`src/rtl/alu_arbiter_pkg.sv`:
```
// ALU op codes and arbiter FSM encodings, shared between the arbiter and the ALU it fronts.
package alu_arbiter_pkg;

    localparam int ALU_OP_W = 3;

    localparam logic [ALU_OP_W-1:0] ALU_ADD = 3'b000;
    localparam logic [ALU_OP_W-1:0] ALU_SUB = 3'b001;
    localparam logic [ALU_OP_W-1:0] ALU_AND = 3'b010;
    localparam logic [ALU_OP_W-1:0] ALU_OR  = 3'b011;
    localparam logic [ALU_OP_W-1:0] ALU_XOR = 3'b100;
    localparam logic [ALU_OP_W-1:0] ALU_NOR = 3'b101;

    typedef enum logic [1:0] {
        ST_IDLE = 2'd0,
        ST_EXEC = 2'd1,
        ST_RESP = 2'd2
    } state_e;

    function automatic logic is_unsupported(input logic [ALU_OP_W-1:0] op);
        return op >= 3'b110;
    endfunction

endpackage

```
`src/rtl/alu_arbiter_if.sv`:
```
// Bundle of requester, shared-ALU and response signals around the arbiter.
interface alu_arbiter_if
    import alu_arbiter_pkg::*;
#(
    parameter int NUM_REQ = 4,
    parameter int ID_W    = 2,
    parameter int DATA_W  = 32
) ();

    logic [NUM_REQ-1:0]          req_valid;
    logic [NUM_REQ-1:0]          req_ready;
    logic [NUM_REQ*DATA_W-1:0]   req_a;
    logic [NUM_REQ*DATA_W-1:0]   req_b;
    logic [NUM_REQ*ALU_OP_W-1:0] req_op;

    logic [DATA_W-1:0]   alu_a;
    logic [DATA_W-1:0]   alu_b;
    logic [ALU_OP_W-1:0] alu_op;
    logic [DATA_W-1:0]   alu_result;
    logic                alu_zero;

    logic              rsp_valid;
    logic              rsp_ready;
    logic [ID_W-1:0]   rsp_id;
    logic [DATA_W-1:0] rsp_result;
    logic              rsp_zero;
    logic              rsp_err;
    logic              busy;

    modport slave (
        input  req_valid, req_a, req_b, req_op, alu_result, alu_zero, rsp_ready,
        output req_ready, alu_a, alu_b, alu_op,
        output rsp_valid, rsp_id, rsp_result, rsp_zero, rsp_err, busy
    );

    modport master (
        output req_valid, req_a, req_b, req_op, alu_result, alu_zero, rsp_ready,
        input  req_ready, alu_a, alu_b, alu_op,
        input  rsp_valid, rsp_id, rsp_result, rsp_zero, rsp_err, busy
    );

endinterface

```
`src/rtl/alu_arbiter_rr_picker.sv`:
```
// Round-robin pick: first set request at or above ptr, wrapping; purely combinational.
module alu_arbiter_rr_picker #(
    parameter int NUM_REQ = 4,
    parameter int ID_W    = 2
) (
    input  logic [NUM_REQ-1:0] req,
    input  logic [ID_W-1:0]    ptr,
    output logic [NUM_REQ-1:0] grant,
    output logic [ID_W-1:0]    idx,
    output logic               any
);

    int j;

    always_comb begin
        grant = '0;
        idx   = '0;
        any   = 1'b0;
        j     = 0;
        for (int i = 0; i < NUM_REQ; i++) begin
            j = int'(ptr) + i;
            if (j >= NUM_REQ) j = j - NUM_REQ;
            if (!any && req[j]) begin
                any      = 1'b1;
                idx      = ID_W'(j);
                grant[j] = 1'b1;
            end
        end
    end

endmodule

```
`src/rtl/alu_arbiter.sv`:
```
// Round-robin share of one combinational ALU: grant in IDLE, one EXEC cycle, hold response in RESP.
// Accept at cycle T gives rsp_valid at T+2; rsp_ready low stalls in RESP with no new grants.
module alu_arbiter
    import alu_arbiter_pkg::*;
#(
    parameter int NUM_REQ = 4,
    parameter int ID_W    = 2,
    parameter int DATA_W  = 32
) (
    input  logic         clk,
    input  logic         rst_n,
    alu_arbiter_if.slave bus
);

    state_e state, state_nxt;

    logic [NUM_REQ-1:0]  grant;
    logic [ID_W-1:0]     grant_idx;
    logic                grant_any;
    logic [ID_W-1:0]     rr_ptr;
    logic [ID_W-1:0]     cur_id;
    logic [DATA_W-1:0]   alu_a_q, alu_b_q, rsp_result_q;
    logic [ALU_OP_W-1:0] alu_op_q;
    logic                rsp_zero_q, rsp_err_q, op_bad;

    alu_arbiter_rr_picker #(.NUM_REQ(NUM_REQ), .ID_W(ID_W)) u_picker (
        .req   (bus.req_valid),
        .ptr   (rr_ptr),
        .grant (grant),
        .idx   (grant_idx),
        .any   (grant_any)
    );

    always_ff @(posedge clk or negedge rst_n) begin
        if (!rst_n) state <= ST_IDLE;
        else        state <= state_nxt;
    end

    always_comb begin
        state_nxt     = state;
        bus.req_ready = '0;
        bus.rsp_valid = 1'b0;
        bus.busy      = (state != ST_IDLE);
        case (state)
            ST_IDLE: begin
                bus.req_ready = grant;
                if (grant_any) state_nxt = ST_EXEC;
            end
            ST_EXEC: state_nxt = ST_RESP;
            ST_RESP: begin
                bus.rsp_valid = 1'b1;
                if (bus.rsp_ready) state_nxt = ST_IDLE;
            end
            default: state_nxt = ST_IDLE;
        endcase
    end

    assign op_bad = is_unsupported(alu_op_q);

    // ALU operand registers keep the last issued op so the shared ALU inputs never glitch.
    always_ff @(posedge clk or negedge rst_n) begin
        if (!rst_n) begin
            alu_a_q      <= '0;
            alu_b_q      <= '0;
            alu_op_q     <= '0;
            cur_id       <= '0;
            rr_ptr       <= '0;
            rsp_result_q <= '0;
            rsp_zero_q   <= 1'b0;
            rsp_err_q    <= 1'b0;
        end else begin
            case (state)
                ST_IDLE: begin
                    if (grant_any) begin
                        alu_a_q  <= bus.req_a[int'(grant_idx)*DATA_W +: DATA_W];
                        alu_b_q  <= bus.req_b[int'(grant_idx)*DATA_W +: DATA_W];
                        alu_op_q <= bus.req_op[int'(grant_idx)*ALU_OP_W +: ALU_OP_W];
                        cur_id   <= grant_idx;
                    end
                end
                ST_EXEC: begin
                    rsp_err_q    <= op_bad;
                    rsp_result_q <= op_bad ? '0   : bus.alu_result;
                    rsp_zero_q   <= op_bad ? 1'b1 : bus.alu_zero;
                    rr_ptr       <= (cur_id == ID_W'(NUM_REQ - 1)) ? '0 : cur_id + 1'b1;
                end
                default: ;
            endcase
        end
    end

    assign bus.alu_a      = alu_a_q;
    assign bus.alu_b      = alu_b_q;
    assign bus.alu_op     = alu_op_q;
    assign bus.rsp_id     = cur_id;
    assign bus.rsp_result = rsp_result_q;
    assign bus.rsp_zero   = rsp_zero_q;
    assign bus.rsp_err    = rsp_err_q;

endmodule

```
`src/flat_wrapper.sv`:
```
// flat-port wrapper written by rule: the top's interface ports become plain ports
module alu_arbiter_flat import alu_arbiter_pkg::*;
#(
    parameter int NUM_REQ = 4,
    parameter int ID_W    = 2,
    parameter int DATA_W  = 32
)
  (clk, rst_n, bus_req_valid, bus_req_a, bus_req_b, bus_req_op, bus_alu_result, bus_alu_zero, bus_rsp_ready, bus_req_ready, bus_alu_a, bus_alu_b, bus_alu_op, bus_rsp_valid, bus_rsp_id, bus_rsp_result, bus_rsp_zero, bus_rsp_err, bus_busy);
  alu_arbiter_if #(.NUM_REQ(NUM_REQ), .ID_W(ID_W), .DATA_W(DATA_W)) bus_i ();
  input  logic clk;
  input  logic rst_n;
  input wire logic [$bits(bus_i.req_valid)-1:0] bus_req_valid;
  input wire logic [$bits(bus_i.req_a)-1:0] bus_req_a;
  input wire logic [$bits(bus_i.req_b)-1:0] bus_req_b;
  input wire logic [$bits(bus_i.req_op)-1:0] bus_req_op;
  input wire logic [$bits(bus_i.alu_result)-1:0] bus_alu_result;
  input wire logic [$bits(bus_i.alu_zero)-1:0] bus_alu_zero;
  input wire logic [$bits(bus_i.rsp_ready)-1:0] bus_rsp_ready;
  output wire logic [$bits(bus_i.req_ready)-1:0] bus_req_ready;
  output wire logic [$bits(bus_i.alu_a)-1:0] bus_alu_a;
  output wire logic [$bits(bus_i.alu_b)-1:0] bus_alu_b;
  output wire logic [$bits(bus_i.alu_op)-1:0] bus_alu_op;
  output wire logic [$bits(bus_i.rsp_valid)-1:0] bus_rsp_valid;
  output wire logic [$bits(bus_i.rsp_id)-1:0] bus_rsp_id;
  output wire logic [$bits(bus_i.rsp_result)-1:0] bus_rsp_result;
  output wire logic [$bits(bus_i.rsp_zero)-1:0] bus_rsp_zero;
  output wire logic [$bits(bus_i.rsp_err)-1:0] bus_rsp_err;
  output wire logic [$bits(bus_i.busy)-1:0] bus_busy;
  assign bus_i.req_valid = bus_req_valid;
  assign bus_i.req_a = bus_req_a;
  assign bus_i.req_b = bus_req_b;
  assign bus_i.req_op = bus_req_op;
  assign bus_i.alu_result = bus_alu_result;
  assign bus_i.alu_zero = bus_alu_zero;
  assign bus_i.rsp_ready = bus_rsp_ready;
  assign bus_req_ready = bus_i.req_ready;
  assign bus_alu_a = bus_i.alu_a;
  assign bus_alu_b = bus_i.alu_b;
  assign bus_alu_op = bus_i.alu_op;
  assign bus_rsp_valid = bus_i.rsp_valid;
  assign bus_rsp_id = bus_i.rsp_id;
  assign bus_rsp_result = bus_i.rsp_result;
  assign bus_rsp_zero = bus_i.rsp_zero;
  assign bus_rsp_err = bus_i.rsp_err;
  assign bus_busy = bus_i.busy;
  alu_arbiter #(.NUM_REQ(NUM_REQ), .ID_W(ID_W), .DATA_W(DATA_W)) u_core (.clk(clk), .rst_n(rst_n), .bus(bus_i));
endmodule
```
`config.mk`:
```
export PLATFORM = sky130hd
export DESIGN_NAME = alu_arbiter_flat
export DESIGN_NICKNAME = d
export VERILOG_FILES = /design/src/rtl/alu_arbiter_pkg.sv /design/src/rtl/alu_arbiter_if.sv /design/src/rtl/alu_arbiter_rr_picker.sv /design/src/rtl/alu_arbiter.sv /design/src/flat_wrapper.sv
export SDC_FILE = /design/constraint.sdc
export NUM_CORES = 1
export LEC_CHECK = 0
export CAP_MARGIN = 20
export CORE_AREA = 3 3 159 161
export DETAILED_ROUTE_END_ITERATION = 12
export DIE_AREA = 0 0 162 164
export GPL_TIMING_DRIVEN = 0
export PLACE_DENSITY_LB_ADDON = 0.15
export SYNTH_ARGS = -nofsm -noshare
export SYNTH_HDL_FRONTEND = slang
export SYNTH_SLANG_ARGS = --single-unit
```
`constraint.sdc`:
```
create_clock -name clk -period 3.52 [get_ports clk]
set_input_delay 0.704 -clock clk [delete_from_list [all_inputs] [get_ports clk]]
set_output_delay 0.704 -clock clk [all_outputs]
set_load 0.005 [all_outputs]
```
==> results of run 1 <==
cells by family after synthesis:
logic type / Yosys count / share of synthesized area [%]
multiplexers: 143 / 24.4
buffers and inverters: 57 / 6.25
flip-flops: 107 / 44.4
adder cells (fa/ha/maj): 5 / 1.04
AND/OR/NAND/NOR: 94 / 6.50
AO/OA/AOI/OAI: 123 / 17.4
final cells by class:
type | count | area [um2] | area share, %
plain buffers | 48 | 350 | 3.18
clock buffers | 9 | 225 | 2.04
clock inverters | 7 | 91.3 | 0.829
inverters | 9 | 33.8 | 0.307
multi-input cells | 365 | 2980 | 27.1
flip-flops and latches | 107 | 2680 | 24.3
well taps | 324 | 405 | 3.68
repair buffers | 426 | 4250 | 38.5
path summary, 6_finish.rpt:
path,slack [ns],depth (start not counted),to
worst max-delay path,0.12,11,bus_req_ready[0]
worst min-delay path,0.26,1,u_core.bus.alu_b[9]
worst max register to register,0.18,16,u_core.bus.alu_b[15]
worst min register to register,0.49,2,u_core.bus.alu_a[5]
max in group asynchronous,2.56,2,u_core.bus.alu_a[30]
min in group clk,0.49,2,u_core.bus.alu_a[5]
power groups by stage:
| stage | logic, uW | clock network (uW) | registers [uW] |
|---|---|---|---|
| 6_report | 6500 | 1100 | 2220 |
| 5_1_grt | 7050 | 1180 | 2290 |
| 4_1_cts | 6620 | 1130 | 2220 |
| 3_3_place_gp | 6480 | 0 | 2240 |
| 3_5_place_dp | 6520 | 0 | 2240 |
| 2_1_floorplan | 3680 | 0 | 2250 |
synth_stat cells (all sizes together):
cell type,instances
nor3b,1
mux2,2
a32oi,1
inv,9
mux4,3
nand2b,2
o21a,1
buf,15
a21o,1
a221oi,4
a21oi,4
nor4b,1
o31a,1
nor3,1
dfrtp,107
or4,1
a211oi,2
a22oi,5
nor4,1
nand2,71
mux2i,138
or2,1
a22o,32
clkbuf,33
o21ai,3
nor2b,3
ha,5
o221ai,67
nor2,12
o31ai,2
cell usage in the layout (no fill, tap or decap), drive strengths merged, types with 2 or more instances in the layout:
| master | count |
|---|---|
| o221ai | 67 |
| mux4 | 3 |
| a211oi | 2 |
| mux2 | 2 |
| nor2b | 3 |
| nand2b | 2 |
| clkdlybuf4s50 | 408 |
| o31ai | 2 |
| mux2i | 138 |
| inv | 12 |
| a22o | 32 |
| ha | 5 |
| clkbuf | 44 |
| dlygate4sd2 | 2 |
| a221oi | 4 |
| a22oi | 5 |
| dfrtp | 107 |
| buf | 27 |
| clkinv | 4 |
| a21oi | 4 |
| nor2 | 12 |
| o21ai | 3 |
| nand2 | 71 |
worst max-delay path: stages (launching register included):
cell and delay, ns:
dfrtp_2 0.39, buf_8 0.10, inv_2 0.04, ha_1 0.28
buf_6 0.10, mux4_2 0.50, buf_4 0.17, a22oi_1 0.18
nor2_1 0.05, a221oi_1 0.21, nor2_1 0.07, clkdlybuf4s15_1 0.23
repair_timing:
item | 4_1_cts | 5_1_grt
resized for setup | 15 | 6
buffers inserted | 7 | 2
gates cloned | 0 | 0
pin swaps | 0 | 3
endpoints found under the setup margin | 5 | 6
metal layers:
metal	share of wire (%)	global-route usage (%)	vias to the layer above
li1	-	-	2900
met1	39	22.3	2916
met2	50	34.4	283
met3	8.4	5.47	33
met4	2.3	6.44	2
met5	0.038	0	-
through the flow:
stage / cell area, um2 / power (uW) / utilization [%] / cells / setup TNS [ns]
after global routing: 11000 / 10500 / 45.7 / 1295 / 0
after global placement: 10600 / 8720 / 44.0 / 1269 / -320.39
after floorplan: 6030 / 5930 / - / 529 / 0
after detailed placement: 10600 / 8760 / 44.1 / 1270 / -3.51
final: 11000 / 9820 / 45.7 / 1295 / 0
after CTS: 11000 / 9970 / 45.7 / 1293 / 0
registers in the layout, indices dropped and copies added, names as in the netlist:
| register | count |
|---|---|
| u_core.bus.rsp_zero | 1 |
| u_core.rr_ptr | 2 |
| u_core.bus.rsp_id | 2 |
| u_core.bus.alu_a | 32 |
| u_core.bus.alu_op | 3 |
| u_core.bus.alu_b | 32 |
| u_core.bus.rsp_result | 32 |
| u_core.state | 2 |
| u_core.bus.rsp_err | 1 |
==> run_results.csv, run 1 <==
group,metric,value,unit
synth,synth_area_leaders,"dfrtp_1 (44%), mux2i_1 (23%), o221ai_1 (9.7%), a22o_1 (4.7%), nand2_1 (4.4%)",
synth,synth_nets,842,
timing,period_share,96.6,%
synth,ys_seq_area_share,44.4,%
timing,finClkSkew,0.0158,ns
place,dp_hpwl,21.1,mm
timing,final_max_slew_viol_count,0,
clock_network,cts_root_buf,"clkbuf_16",
critical_path,cp.arrival,2.69,ns
routing,ant_nets,0,
power,powerDensity,892,nW/um2
timing,rsz0062_at_grt,"false",
layout,diodes,0,
floorplanning,core_area,24100,um2
run,cap_violations,0,
synth,synth.largest_area_cell,"dfrtp_1",
layout,drive_above_1_share,6.59,%
clock_network,clk_path_buf_depth,2,
routing,avgViaCountPerCell,4.74,
power,seqPwrFrac,22.6,%
global_routing,antenna_found_initial,1,
synth,syn-instance-count,529,
routing,wl_per_cell,20.6,um
floorplanning,rows,57,
synth,yosys.area.top_type_share,44.4,%
clock_network,cts_tree,"built",
power,leakage,0.00463,uW
critical_path,critPathKind,"flip-flop to output pin",
layout,n_fill_cell,2338,
floorplanning,die_w,162,um
routing,drtIter0Drc,247,
global_routing,grt_pass1_wl,38.9,mm
power,intPower,5840,uW
critical_path,reg2reg_from,"u_core.rr_ptr[0]",
timing,setup_viol,0,
synth,syn_avg_cell_area,11.4,um2
routing,dr.pass1.iters,4,
power,pwr-share-clk,11.2,%
routing,route.detailed.drc,0,
place,gp_congestion,0.769,
timing,relSlewSlack,56.2,%
clock_network,postCtsHoldBufs,0,
floorplanning,die_height,164,um
global_routing,grt_max_degree,63,
power,switching_share,40.6,%
layout,area_growth,82.8,%
routing,vias,6134,
timing,setup_ws,0.121,ns
floorplanning,die_area,26600,um2
power,pwr-share-comb,66.2,%
synth,yosys_register_bits,107,
clock_network,clkSlewWorstSetupHoldPaths,0.09,ns
critical_path,required,2.82,ns
global_routing,track_usage,19.3,%
critical_path,crit_start,"u_core.rr_ptr[0]",
synth,syn_area,6030,um2
place,post-place-ws,-0.164,ns
timing,fmax,294,MHz
global_routing,gr-total-overflow,0,
timing,whs,0.262,ns
place,port_buffers,416,
timing,period_needed,3.40,ns
routing,drt_wl_total,26.7,mm
floorplanning,ios,417,
critical_path,crit_fanout,4,
critical_path,endpoint_kind,"output pin",
power,vdd_ir_drop_max,0.000309,V
synth,synth_cell_types,38,
timing,hold_viol,0,
layout,fin_nets,1279,
synth,ys_warn_count,0,
clock_network,clock_sinks,107,
clock_network,htree_levels,3,
clock_network,cts_buffers,9,
timing,worstMarginPinSlew,0.657,ns
global_routing,grt_pass1_vias,6426,
worst_hold_path,hp-class,"primary input to async pin",
critical_path,start_kind,"flip-flop",
run_status,status,"complete, no violations",
clock_network,clock_latency,0.37,ns
power,power_switching,3980,uW
floorplanning,start_util,25.0,%
(Power assumes the default switching activity.)
==> run 2, diff against run 1 <==
- CORE_AREA: 3 3 159 161 -> 3 3 163 165
- DIE_AREA: 0 0 162 164 -> 0 0 166 168
==> run 2 against run 1 <==
Effect of this change: largest power group unchanged; final cell count grew 0.54%; die area grew 5.0%; flip-flop and latch count is the same; wire length shrank 1.5%; cell area grew 0.19%; via count shrank 1.7%; sequential share of layout area is essentially flat; power shrank 0.23%; critical path type is now primary input to output pin; clock skew is essentially flat; clock power is essentially flat; setup slack lost 0.0098 ns.
==> run_results.csv, run 2 (synthesis gave the netlist of run 1 again) <==
group,metric,value,unit
critical_path,crit_end,"bus_req_ready[0]",
global_routing,grt_pass1_vias,6301,
routing,dr.pass1.iters,4,
routing,wl_per_cell,20.2,um
timing,period_share,96.8,%
global_routing,met2_usage,32.9,%
clock_network,clock_sinks,107,
run_status,status,"complete, no violations",
timing,whs,0.250,ns
layout,utilization,43.8,%
routing,vias,6028,
place,place_inst,1276,
power,finalPower,9800,uW
timing,hold_viol,0,
clock_network,clk_path_buf_depth,2,
critical_path,path_common_cell,"nor2_1",
critical_path,crit_start,"bus_req_valid[3]",
clock_network,postCtsHoldBufs,0,
place,dp_hpwl,20.7,mm
critical_path,worstRegToRegCells,15,
timing,setup_viol,0,
critical_path,start_kind,"primary input",
global_routing,use_met3,4.84,%
critical_path,path_cells,"clkdlybuf4s50_1 -> mux4_2 -> nor2b_4 -> buf_4 -> a22oi_1 -> nor2_1 -> a221oi_1 -> nor2_1 -> buf_2",
timing,fmax,293,MHz
clock_network,clock_latency,0.37,ns
layout,final_cell_mix,"clkdlybuf4s50_1 (411), mux2i_1 (138), dfrtp_1 (105), nand2_1 (71), o221ai_1 (67)",
routing,route.detailed.drc,0,
floorplanning,start_util,23.9,%
routing,drt_wl_total,26.3,mm
routing,avgViaCountPerCell,4.63,
global_routing,antenna_found_initial,1,
global_routing,grt_max_degree,67,
routing,drtIter0Drc,227,
power,leakage,0.00462,uW
global_routing,grtUsageMet1,21.5,%
layout,area_growth,83.2,%
timing,final_max_slew_viol_count,0,
critical_path,r2r-end,"u_core.bus.alu_a[15]",
critical_path,critPathSlowestCell,"clkdlybuf4s50_1",
critical_path,endpoint_kind,"output pin",
power,vdd_ir_drop_max,0.000310,V
critical_path,crit_fanout,8,
global_routing,grt.busiest_layer,"met2",
clock_network,cts_root_buf,"clkbuf_16",
timing,rsz0062_at_grt,"true",
critical_path,max_stage_delay,0.55,ns
critical_path,required,2.82,ns
timing,finClkSkew,0.0154,ns
floorplanning,die_w,166,um
floorplanning,die_area,27900,um2
layout,drive_above_1_share,6.79,%
layout,final_cell_area,11000,um2
critical_path,cp.depth,9,
layout,fin_nets,1280,
critical_path,r2r_setup_slack,0.30,ns
layout,ff_latch_area,2680,um2
critical_path,cp_num_buf_inv,3,
worst_hold_path,hp-class,"primary input to async pin",
timing,worstMarginPinSlew,0.687,ns
critical_path,cp.arrival,2.70,ns
layout,n_fill_cell,2450,
clock_network,cts_buffers,9,
critical_path,critPathKind,"primary input to output pin",
run,cap_violations,0,
routing,ant_nets,0,
power,powerDensity,888,nW/um2
timing,relSlewSlack,54.2,%
layout,final_common_cell,"clkdlybuf4s50_1",
critical_path,reg2reg_from,"u_core.rr_ptr[0]",
clock_network,cts_tree,"built",
global_routing,track_usage,18.1,%
global_routing,grt_pass1_wl,39.4,mm
global_routing,gr-total-overflow,0,
place,placed_area,10600,um2
floorplanning,ios,417,
timing,period_needed,3.41,ns
clock_network,htree_levels,3,
floorplanning,rows,58,
place,gp_congestion,0.776,
layout,multi_input_area,2990,um2
place,port_buffers,416,
layout,diodes,0,
floorplanning,core_area,25200,um2
clock_network,clkSlewWorstSetupHoldPaths,0.09,ns
layout,final_cells,1302,
critical_path,path_delay_family,"buffers and inverters",
floorplanning,die_height,168,um
## run 2: how the worst min path moves through the flow
stage	slack, ns	cells past startpoint	end	from
2_1_floorplan	0.41	0	u_core.bus.alu_a[0]	rst_n
3_3_place_gp	0.47	2	u_core.bus.alu_b[2]	u_core.bus.alu_b[2]
3_5_place_dp	0.48	2	u_core.bus.alu_b[1]	u_core.bus.alu_b[1]
4_1_cts	0.25	1	u_core.bus.alu_b[15]	rst_n
5_1_grt	0.27	1	u_core.bus.alu_b[7]	rst_n
6_report	0.25	1	u_core.bus.alu_b[8]	rst_n
## run 2: metal layers
layer	vias to the layer above	wire, um
li1	2898	-
met1	2862	10400
met2	251	13700
met3	15	1850
met4	2	308
met5	-	20
## run 2: report_power, final
part           internal, uW  switching (uW)
clock network           515             566
logic                  3460            3030
registers              1870             353
## run 2: cell type report
type / count / area share [%]
timing repair buffer: 427 / 38.6
inverter: 9 / 0.306
buffer: 48 / 3.19
clock buffer: 9 / 2.04
multi-input combinational: 365 / 27.1
sequential: 107 / 24.3
tap: 330 / 3.74
clock inverter: 7 / 0.794
## run 2: repair_timing
item | CTS | global route
setup buffers | 4 | 6
gates resized for setup | 14 | 6
pin swaps | 0 | 1
setup endpoints to repair | 4 | 14
## run 2: per-stage QoR
step	setup TNS (ns)	setup slack [ns]
finish	0	0.112
global route	-0.00470	-0.00470
CTS	0	0.0114
detailed placement	-3.03	-0.180
global placement	-324.54	-3.01
floorplan	0	0.606
